## config.mk

```make
export PLATFORM = sky130hd
export DESIGN_NAME = weight_accum
export DESIGN_NICKNAME = d
export VERILOG_FILES = /design/src/rtl/c6_pkg.sv /design/src/rtl/score_ram.sv /design/src/rtl/weight_accum.sv
export SDC_FILE = /design/constraint.sdc
export NUM_CORES = 2
export LEC_CHECK = 0
export ABC_AREA = 1
export CAP_MARGIN = 10
export CORE_MARGIN = 3
export CORE_UTILIZATION = 55
export CTS_CLUSTER_SIZE = 10
export DETAILED_ROUTE_END_ITERATION = 8
export DONT_BUFFER_PORTS = 1
export PLACE_DENSITY = 0.7
export SETUP_SLACK_MARGIN = 0.2
export SYNTH_ARGS = -nofsm -noshare
export SYNTH_HDL_FRONTEND = slang
export SYNTH_HIERARCHICAL = 1
export SYNTH_SLANG_ARGS = --single-unit
export TNS_END_PERCENT = 1
```

## constraint.sdc

```tcl
create_clock -name clk -period 67.4 [get_ports clk]
set_clock_uncertainty 0.1 [all_clocks]
set_input_delay 6.74 -clock clk [delete_from_list [all_inputs] [get_ports clk]]
set_output_delay 6.74 -clock clk [all_outputs]
set_load 0.05 [all_outputs]
```

## src/rtl/c6_pkg.sv

```systemverilog
// Shared board, cell-code, weight-code and state definitions for the c6 engine.
package c6_pkg;

  localparam int brdHeight = 19;
  localparam int brdWidth  = 19;

  typedef enum logic [1:0] {
    Black = 2'd0,
    White = 2'd1,
    Empty = 2'd2
  } cell_t;

  typedef enum logic [3:0] {
    W1 = 4'd0,
    W2 = 4'd1,
    W3 = 4'd2,
    W4 = 4'd3,
    W5 = 4'd4,
    t1 = 4'd5,
    t2 = 4'd6,
    t3 = 4'd7,
    T  = 4'd8
  } weight_t;

  // weight_accum state encodings
  localparam logic [2:0] ST_IDLE   = 3'd0;
  localparam logic [2:0] ST_CLEAR  = 3'd1;
  localparam logic [2:0] ST_ACCUM  = 3'd2;
  localparam logic [2:0] ST_SEARCH = 3'd3;
  localparam logic [2:0] ST_DONE   = 3'd4;

endpackage

```

## src/rtl/score_ram.sv

```systemverilog
// Per-cell score/threat storage: combinational read, synchronous write, no reset.
module score_ram #(
  parameter int DEPTH  = 361,
  parameter int DATA_W = 9,
  parameter int AW     = 9
) (
  input  logic              clk,
  input  logic              we,
  input  logic [AW-1:0]     waddr,
  input  logic [DATA_W-1:0] wdata,
  input  logic [AW-1:0]     raddr,
  output logic [DATA_W-1:0] rdata
);

  logic [DATA_W-1:0] mem [DEPTH];

  // Single write port; contents are initialised by the owner, not by reset
  always_ff @(posedge clk) begin
    if (we) mem[waddr] <= wdata;
  end

  assign rdata = mem[raddr];

endmodule

```

## src/rtl/weight_accum.sv

```systemverilog
// Accumulates per-cell move weights and searches the board for the best cell.
module weight_accum #(
  parameter int         brdHeight = c6_pkg::brdHeight,
  parameter int         brdWidth  = c6_pkg::brdWidth,
  parameter int         SCORE_W   = 8,
  parameter logic [3:0] T_CODE    = 4'd8
) (
  input  logic               clk,
  input  logic               reset,
  input  logic               start,
  input  logic               wrEna,
  input  logic [4:0]         wrX,
  input  logic [4:0]         wrY,
  input  logic [3:0]         wrWeight,
  input  logic               scanDone,
  output logic               busy,
  output logic               done,
  output logic               bestValid,
  output logic [4:0]         bestX,
  output logic [4:0]         bestY,
  output logic [SCORE_W-1:0] bestScore
);

  import c6_pkg::*;

  localparam int NCELL  = brdHeight * brdWidth;
  localparam int IDX_W  = $clog2(NCELL);
  localparam int DATA_W = SCORE_W + 1;
  localparam logic [IDX_W-1:0] LAST_IDX = IDX_W'(NCELL - 1);
  localparam logic [4:0]       LAST_Y   = 5'(brdWidth - 1);

  logic [2:0]         state;
  logic [IDX_W-1:0]   idx;
  logic [4:0]         scan_x, scan_y;
  logic               run_valid, run_flag;
  logic [SCORE_W-1:0] run_score;
  logic [4:0]         run_x, run_y;

  logic               wr_ok;
  logic [IDX_W-1:0]   wr_idx;
  logic               we;
  logic [IDX_W-1:0]   waddr, raddr;
  logic [DATA_W-1:0]  wdata, rdata;
  logic               rd_flag;
  logic [SCORE_W-1:0] rd_score, sat_score;
  logic [SCORE_W:0]   sum;
  logic               better;
  logic               nxt_valid;
  logic [SCORE_W-1:0] nxt_score;
  logic [4:0]         nxt_x, nxt_y;

  score_ram #(
    .DEPTH (NCELL),
    .DATA_W(DATA_W),
    .AW    (IDX_W)
  ) u_ram (
    .clk  (clk),
    .we   (we),
    .waddr(waddr),
    .wdata(wdata),
    .raddr(raddr),
    .rdata(rdata)
  );

  assign busy     = (state != ST_IDLE);
  assign rd_flag  = rdata[SCORE_W];
  assign rd_score = rdata[SCORE_W-1:0];
  assign wr_ok    = wrEna && (state == ST_ACCUM) &&
                    (int'(wrX) < brdHeight) && (int'(wrY) < brdWidth);
  assign wr_idx   = IDX_W'(int'(wrX) * brdWidth + int'(wrY));
  assign sum      = {1'b0, rd_score} + DATA_W'(wrWeight);
  assign sat_score = sum[SCORE_W] ? '1 : sum[SCORE_W-1:0];

  // Threat flag outranks score; strict compare keeps the earlier (lower) index on ties
  assign better = (rd_flag & ~run_flag) |
                  ((rd_flag == run_flag) & (rd_score > run_score));

  // Storage port steering: CLEAR zeroes by idx, ACCUM read-modify-writes, SEARCH reads by idx
  always_comb begin
    we    = 1'b0;
    waddr = idx;
    wdata = '0;
    raddr = idx;
    case (state)
      ST_CLEAR: we = 1'b1;
      ST_ACCUM: begin
        raddr = wr_idx;
        waddr = wr_idx;
        if (wr_ok) begin
          we    = 1'b1;
          wdata = (wrWeight == T_CODE) ? {1'b1, rd_score} : {rd_flag, sat_score};
        end
      end
      default: ;
    endcase
  end

  // Running best including the cell currently being visited
  always_comb begin
    nxt_valid = run_valid;
    nxt_score = run_score;
    nxt_x     = run_x;
    nxt_y     = run_y;
    if (better) begin
      nxt_valid = 1'b1;
      nxt_score = rd_score;
      nxt_x     = scan_x;
      nxt_y     = scan_y;
    end
  end

  // Evaluation sequencer, search registers and result outputs
  always_ff @(posedge clk or posedge reset) begin
    if (reset) begin
      state     <= ST_IDLE;
      idx       <= '0;
      scan_x    <= '0;
      scan_y    <= '0;
      run_valid <= 1'b0;
      run_flag  <= 1'b0;
      run_score <= '0;
      run_x     <= '0;
      run_y     <= '0;
      done      <= 1'b0;
      bestValid <= 1'b0;
      bestX     <= '0;
      bestY     <= '0;
      bestScore <= '0;
    end else begin
      done <= 1'b0;
      case (state)
        ST_IDLE: begin
          if (start) begin
            state <= ST_CLEAR;
            idx   <= '0;
          end
        end
        ST_CLEAR: begin
          if (idx == LAST_IDX) begin
            state <= ST_ACCUM;
            idx   <= '0;
          end else begin
            idx <= idx + 1'b1;
          end
        end
        ST_ACCUM: begin
          if (scanDone) begin
            state     <= ST_SEARCH;
            idx       <= '0;
            scan_x    <= '0;
            scan_y    <= '0;
            run_valid <= 1'b0;
            run_flag  <= 1'b0;
            run_score <= '0;
            run_x     <= '0;
            run_y     <= '0;
          end
        end
        ST_SEARCH: begin
          if (better) begin
            run_valid <= 1'b1;
            run_flag  <= rd_flag;
            run_score <= rd_score;
            run_x     <= scan_x;
            run_y     <= scan_y;
          end
          if (scan_y == LAST_Y) begin
            scan_y <= '0;
            scan_x <= scan_x + 1'b1;
          end else begin
            scan_y <= scan_y + 1'b1;
          end
          if (idx == LAST_IDX) begin
            state     <= ST_DONE;
            done      <= 1'b1;
            bestValid <= nxt_valid;
            bestX     <= nxt_x;
            bestY     <= nxt_y;
            bestScore <= nxt_score;
          end else begin
            idx <= idx + 1'b1;
          end
        end
        ST_DONE: state <= ST_IDLE;
        default: state <= ST_IDLE;
      endcase
    end
  end

endmodule

```

=== Word level (Yosys, flattened, before mapping) ===
Memories as Yosys holds them, arrays and structs flattened.
Index checks and enable logic that the tools add are counted.

* Register bits: 62
* Bits in writable memories: 3249
* Input port bits: 19
* Output and inout port bits: 21
* Memories: 1

* Add/subtract/negate cells: 5
* Multiply operators: 1
* Magnitude comparators: 3
* Equal/unequal tests: 14
* Mux-type cells: 38
* Bitwise logic cells: 4
* Reduce and logical (&&, ||, !) cells: 13

{| class="wikitable"
|+ Memory list
! name !! depth !! width !! rd ports !! clocked after Yosys merged registers in !! wr ports !! RTL line !! source
|-
| u_ram.mem || 361 || 9 || 1 || 0 || 1 || score_ram.sv:15 || <nowiki>logic [DATA_W-1:0] mem [DEPTH];</nowiki>
|}

{| class="wikitable"
|+ Operators by type and width
! cell !! count
|-
| 9-bit 2-to-1 mux || 8
|-
| 5-bit case mux with 2 select lines || 4
|-
| 9-bit case mux with 4 select lines || 1
|-
| 5-bit 2-to-1 mux || 5
|-
| 8-bit 2-to-1 mux || 3
|-
| 8-bit case mux with 2 select lines || 1
|-
| 2-bit != test, second input constant || 7
|-
| 3-bit 2-to-1 mux || 4
|-
| 3-bit case mux with 4 select lines || 1
|-
| 5-bit by 1-bit adder with 5-bit output, second input constant || 2
|-
| 5-bit less-than comparator, second input constant || 2
|-
| 8-bit by 4-bit adder with 9-bit output || 1
|-
| 9-bit by 1-bit adder with 9-bit output, second input constant || 1
|-
| 9-bit by 5-bit adder with 9-bit output || 1
|-
| 9-bit equality test, second input constant || 1
|-
| 5-bit by 5-bit multiplier with 9-bit output, second input constant || 1
|-
| 8-bit greater-than comparator || 1
|-
| 1-bit 2-to-1 mux || 8
|-
| 4-bit AND reduction || 2
|-
| 3-bit by 2-bit equality test with 1-bit output, second input constant || 2
|-
| 1-bit case mux with 2 select lines || 3
|-
| 3-bit AND reduction || 2
|-
| 5-bit equality test, second input constant || 1
|-
| 4-bit equality test, second input constant || 1
|-
| 11 further kinds || 15
|}

=== Longest topological paths before layout ===
An unclocked memory read counts as a cell.

* Word-level depth: 9
* Depth in mapped cells: 39
* Mapped depth without buffers: 34

=== By module ===
Netlist, hierarchy kept.

{| class="wikitable"
|+ By module, submodules not included
! module !! instances !! cells an instance !! area an instance (µm²) !! sequential area each (µm²)
|-
| score_ram || 1 || 10887 || 131297.2 || 97563.6
|-
| weight_accum || 1 || 582 || 4371.7 || 1551.5
|}

=== Worst setup path before layout ===
OpenSTA, ideal clock, no wires.

* Path type: input to register
* Start point: in wrX[3]
* End point: mem u_ram.mem[0][6], data pin
* Arrival: 25358 ps
* Data required time: 64219 ps
* Path slack: 38861 ps
* Stages: 24
* Cell sequence: inv_1 -> fa_1 -> inv_1 -> ha_1 -> fa_1 -> ha_1 -> a21o_1 -> a31oi_1 -> xor2_1 -> o21ai_0 -> buf_2 -> clkinv_1 -> clkbuf_1 -> nand2_1 -> nand3_1 -> nand3_1 -> nand2_1 -> ha_1 -> nand3_1 -> nand3_1 -> nand3_1 -> nor2_1 -> nor2_1 -> a211oi_1

* Longest elaborated chain between the ends: 9
* Elaborated cells on any way between the ends: 12
* Those cells by class: add/sub: 2; mul: 1; order compare: 1; mux: 5; reduce/logical: 2; memory: 1

{| class="wikitable"
|+ Ends and longest elaborated chain
! element !! RTL line !! source
|-
| start, declared || weight_accum.sv:12 || <nowiki>input logic [4:0] wrX,</nowiki>
|-
| 5-bit by 5-bit multiplier with 9-bit output || weight_accum.sv:70 || <nowiki>assign wr_idx = IDX_W'(int'(wrX) * brdWidth + int'(wrY));</nowiki>
|-
| 9-bit by 5-bit adder with 9-bit output || weight_accum.sv:70 ||
|-
| 9-bit 2-to-1 mux || weight_accum.sv:84 || <nowiki>case (state)</nowiki>
|-
| named net raddr[6] || weight_accum.sv:42 || <nowiki>logic [IDX_W-1:0] waddr, raddr;</nowiki>
|-
| memory 361 x 9 bit || -- ||
|-
| named net rdata[3] || weight_accum.sv:43 || <nowiki>logic [DATA_W-1:0] wdata, rdata;</nowiki>
|-
| 8-bit by 4-bit adder with 9-bit output || weight_accum.sv:71 || <nowiki>assign sum = {1'b0, rd_score} + DATA_W'(wrWeight);</nowiki>
|-
| 8-bit 2-to-1 mux || weight_accum.sv:72 || <nowiki>assign sat_score = sum[SCORE_W] ? '1 : sum[SCORE_W-1:0];</nowiki>
|-
| 9-bit 2-to-1 mux || weight_accum.sv:91 || <nowiki>wdata = (wrWeight == T_CODE) ? {1'b1, rd_score} : {rd_flag, sat_score};</nowiki>
|-
| 9-bit 2-to-1 mux || weight_accum.sv:89 || <nowiki>if (wr_ok) begin</nowiki>
|-
| 9-bit 2-to-1 mux || weight_accum.sv:84 ||
|-
| named net wdata[6] || weight_accum.sv:43 ||
|-
| end, declared || score_ram.sv:15 ||
|}

The timed path passes the listed nets, and every way through them passes these cells.

=== Worst setup path after layout ===
* Start point: in wrX[1]
* End point: mem u_ram.mem[212][2], data pin

* Longest elaborated chain between the ends: 9
* Elaborated cells on any way between the ends: 12
* Those cells by class: add/sub: 2; mul: 1; order compare: 1; mux: 5; reduce/logical: 2; memory: 1

{| class="wikitable"
|+ Ends and longest elaborated chain
! element !! RTL line
|-
| 5-bit by 5-bit multiplier with 9-bit output (*) || weight_accum.sv:70
|-
| 9-bit by 5-bit adder with 9-bit output (*) || weight_accum.sv:70
|-
| 9-bit 2-to-1 mux (*) || weight_accum.sv:84
|-
| named net raddr[1] || weight_accum.sv:42
|-
| memory 361 x 9 bit (*) || --
|-
| named net rdata[2] || weight_accum.sv:43
|-
| 8-bit by 4-bit adder with 9-bit output || weight_accum.sv:71
|-
| 8-bit 2-to-1 mux || weight_accum.sv:72
|-
| 9-bit 2-to-1 mux (*) || weight_accum.sv:91
|-
| 9-bit 2-to-1 mux (*) || weight_accum.sv:89
|-
| 9-bit 2-to-1 mux (*) || weight_accum.sv:84
|-
| named net wdata[2] || weight_accum.sv:43
|}

Mark *: on every way through the listed nets, which the timed path passes. The rest lies on a longest branch.

==> metrics.cfg <==
[status]
status = completed

[timing]
min_period_over_period = 0.249
setup_viol_count_final = 0
fin_tns_setup_ns = 0
hold_violations = 0
slew_violations = 0
fmax_mhz = 59.6
rsz0062_at_grt = false
slew_headroom = 0.169
fin_crit_ns = 16.78
worst_slack_ns = 50.62
worst_pin_slew_ns = 1.24

[synthesis]
synth_area_leaders = edfxtp_1 72%, nand3_1 9.3%, nand2_1 8.6%
synthCells = 11500
synth-compound-area-share = 0.0285
yosysTopAreaCellShare = 0.719
synth_seq_area_share = 0.731
async_flop_share = 0.0187
synth_top_family_by_area = simple AND/OR/NAND/NOR gates
synthMuxAreaShare = 0
synth_cell_types = 43
ys_ff_latch = 3311
synth_simple_gate_area_frac = 0.204
synth-adder-area-share = 0.00426
avgSynthCellArea_um2 = 11.8
synth.top_cells.by_count = 3249 x edfxtp_1, 3106 x nand2_1, 2525 x nand3_1
synth_edf_count = 3249
syn_area_um2 = 136000
syn-num-nets = 11500
synth-xor-area-share = 0.000775
synthFlopType = edfxtp_1
synth.most_common_cell = edfxtp_1
yosys_warnings = 6
synth_top_area_cell = edfxtp_1

[routing]
ant_nets = 0
wl_mm = 362
viasPerCell = 6.26
vias = 90600
first_pass_iters = 9
dr.first_iter.drc_count = 13400
drc = 0
routedWlPerCell_um = 25.0

[power]
pwr-share-seq = 0.351
swShare = 0.402
p_switching_mw = 2.68
power.share.clock = 0.261
p_leak_nw = 51.7
power_mw = 6.68
pwr_density_cell_nw_per_um2 = 45.4
comb_power_share = 0.387
ir_worst_vdd_mv = 0.0527
p_int_mw = 4.00

[placed_design]
post-place-ws_ns = 50.06
gp_congestion = 0.894
dpl-instance-area_um2 = 137000
io_buffers = 0
dp_cells = 14000
hpwl_mm = 194

[worst_setup_path]
crit_type = in -> reg
r2r-end = u_ram/mem[212][2]
slowest_delay_ns = 0.98
rr_startpoint = state[2]
r2r_slack_ns = 55.86
crit_end = u_ram/mem[212][2]
slowest_stage = buf_4
end_kind = flip-flop
setup.worst_path.start = wrX[1]
cp.arrival_ns = 17.29
cp_common_cell = nand3_1
worstSetupStartpointType = input port
required_ns = 67.91
reg2reg_depth = 30
path_max_fanout = 122

[clocking]
clkLatencyLatePin_ns = 1.00
cts-resized-gates = 0
cts-hold-fix-buffers = 0
clkSinkCount = 3311
cts_tree = done
cts_root_buf = clkbuf_16
numCtsBuffers = 383
post_cts_buffers = 0
cts_htree_levels = 5
cts_buffer_depth = 4
clkTransAtPathRegs_ns = 0.05

[global_routing]
grt_antenna_before_repair = 9
grt.overflow.total = 0
grt_pass1_wl_mm = 541
grtUsageTotal = 0.283
grt_pass1_vias = 85800
grt_max_degree = 218

[hold_path]
whs_path_depth = 2
hold_class = reg -> reg

[floorplan]
io_pins = 40
initial_core_util = 0.555
die_area_um2 = 253000
dieHeight_um = 503
fp-row-count = 181
core-area_um2 = 244000
die_w_um = 503

[flow_run]
maxCapViolCount = 0

[finish]
final_area_um2 = 147000
seqCellArea_um2 = 99100
layout-drive-gt1-share = 0.0528
fillCellCount = 18500
final-instance-count-excl-fill = 14500
multi_input_area_um2 = 32400
fin_nets = 11300
syn_to_final_growth_pct = 8.53

## routing by layer
metal  vias to the layer above  GRT usage  wire length [um]
li1                      40000          -                 -
met1                     44200      0.403            140000
met2                      5550      0.424            164000
met3                       816     0.0664             44000
met4                         2      0.111             14000
met5                         -          0                13
## flip-flops by register name, summed over array words and instances (netlist names)
name       cells
run_x          5
bestY          5
done           1
run_score      8
run_flag       1
idx            9
scan_y         5
bestValid      1
u_ram/mem   3249
bestScore      8
state          3
run_valid      1
bestX          5
scan_x         5
run_y          5
## cell families (layout without fill, tap and decap cells)
| group | count (synthesis) | after routing |
|---|---|---|
| simple gates | 6491 | 6491 |
| compound gates | 706 | 706 |
| xor+xnor | 12 | 12 |
| buf+inv | 907 | 690 |
| other cells | 0 | 9 |
| fa+ha+maj | 42 | 42 |
| flops | 3311 | 3311 |
## worst min-delay path by stage
| stage | startpoint | endpoint | slack [ns] |
|---|---|---|---|
| 6_report | run_y[1] | run_y[1] | 0.37 |
| 3_5_place_dp | run_y[1] | run_y[1] | 0.36 |
| 5_1_grt | run_y[2] | run_y[2] | 0.39 |
| 2_1_floorplan | run_x[0] | run_x[0] | 0.34 |
| 4_1_cts | run_y[1] | run_y[1] | 0.37 |
| 3_3_place_gp | run_x[3] | run_x[3] | 0.35 |
## cell type report
type / instances / area share
clock inverters: 13 / 0.000722
diodes: 9 / 0.000153
flip-flops and latches: 3311 / 0.673
well taps: 3202 / 0.0272
clock buffers: 419 / 0.0667
inverters: 125 / 0.00341
multi-input cells: 7251 / 0.220
repair buffers: 133 / 0.00825
## stage by stage
step                 util  hold WS (ns)
global placement    0.562         0.353
CTS                 0.602         0.373
floorplan               -         0.340
detailed placement  0.562         0.358
global route        0.602         0.392
finish              0.603         0.374
## cell usage in the layout (no fill, tap or decap), drive strengths merged
cell,instances
nand3b,12
clkbuf,419
a21oi,55
o21bai,2
ha,35
dfrtp,62
nor2,814
nor3,16
nand2,3109
o22ai,180
a21o,2
nand4,10
inv,128
xor2,10
o211ai,4
o221ai,15
xnor2,2
buf,133
and2,1
nand3,2526
clkinv,10
o21ai,438
or2,3
fa,7
diode,9
a211oi,1
a31oi,4
edfxtp,3249
a21boi,1
o31ai,4
## worst max-delay path, delay by kind of cell
kind / cells / cell delay (ns)
AND/OR/NAND/NOR: 17 / 2.68
adder cells (fa/ha/maj): 3 / 1.23
AO/OA/AOI/OAI: 2 / 0.74
buffers and inverters: 9 / 5.44
## power by group through the flow
stage,logic [mW],registers (mW),clock network (mW)
2_1_floorplan,1.75,2.44,0
3_3_place_gp,2.47,2.39,0
3_5_place_dp,2.51,2.39,0
4_1_cts,2.52,2.35,1.77
5_1_grt,2.80,2.35,1.85
6_report,2.59,2.35,1.75
(Power assumes the default switching activity.)
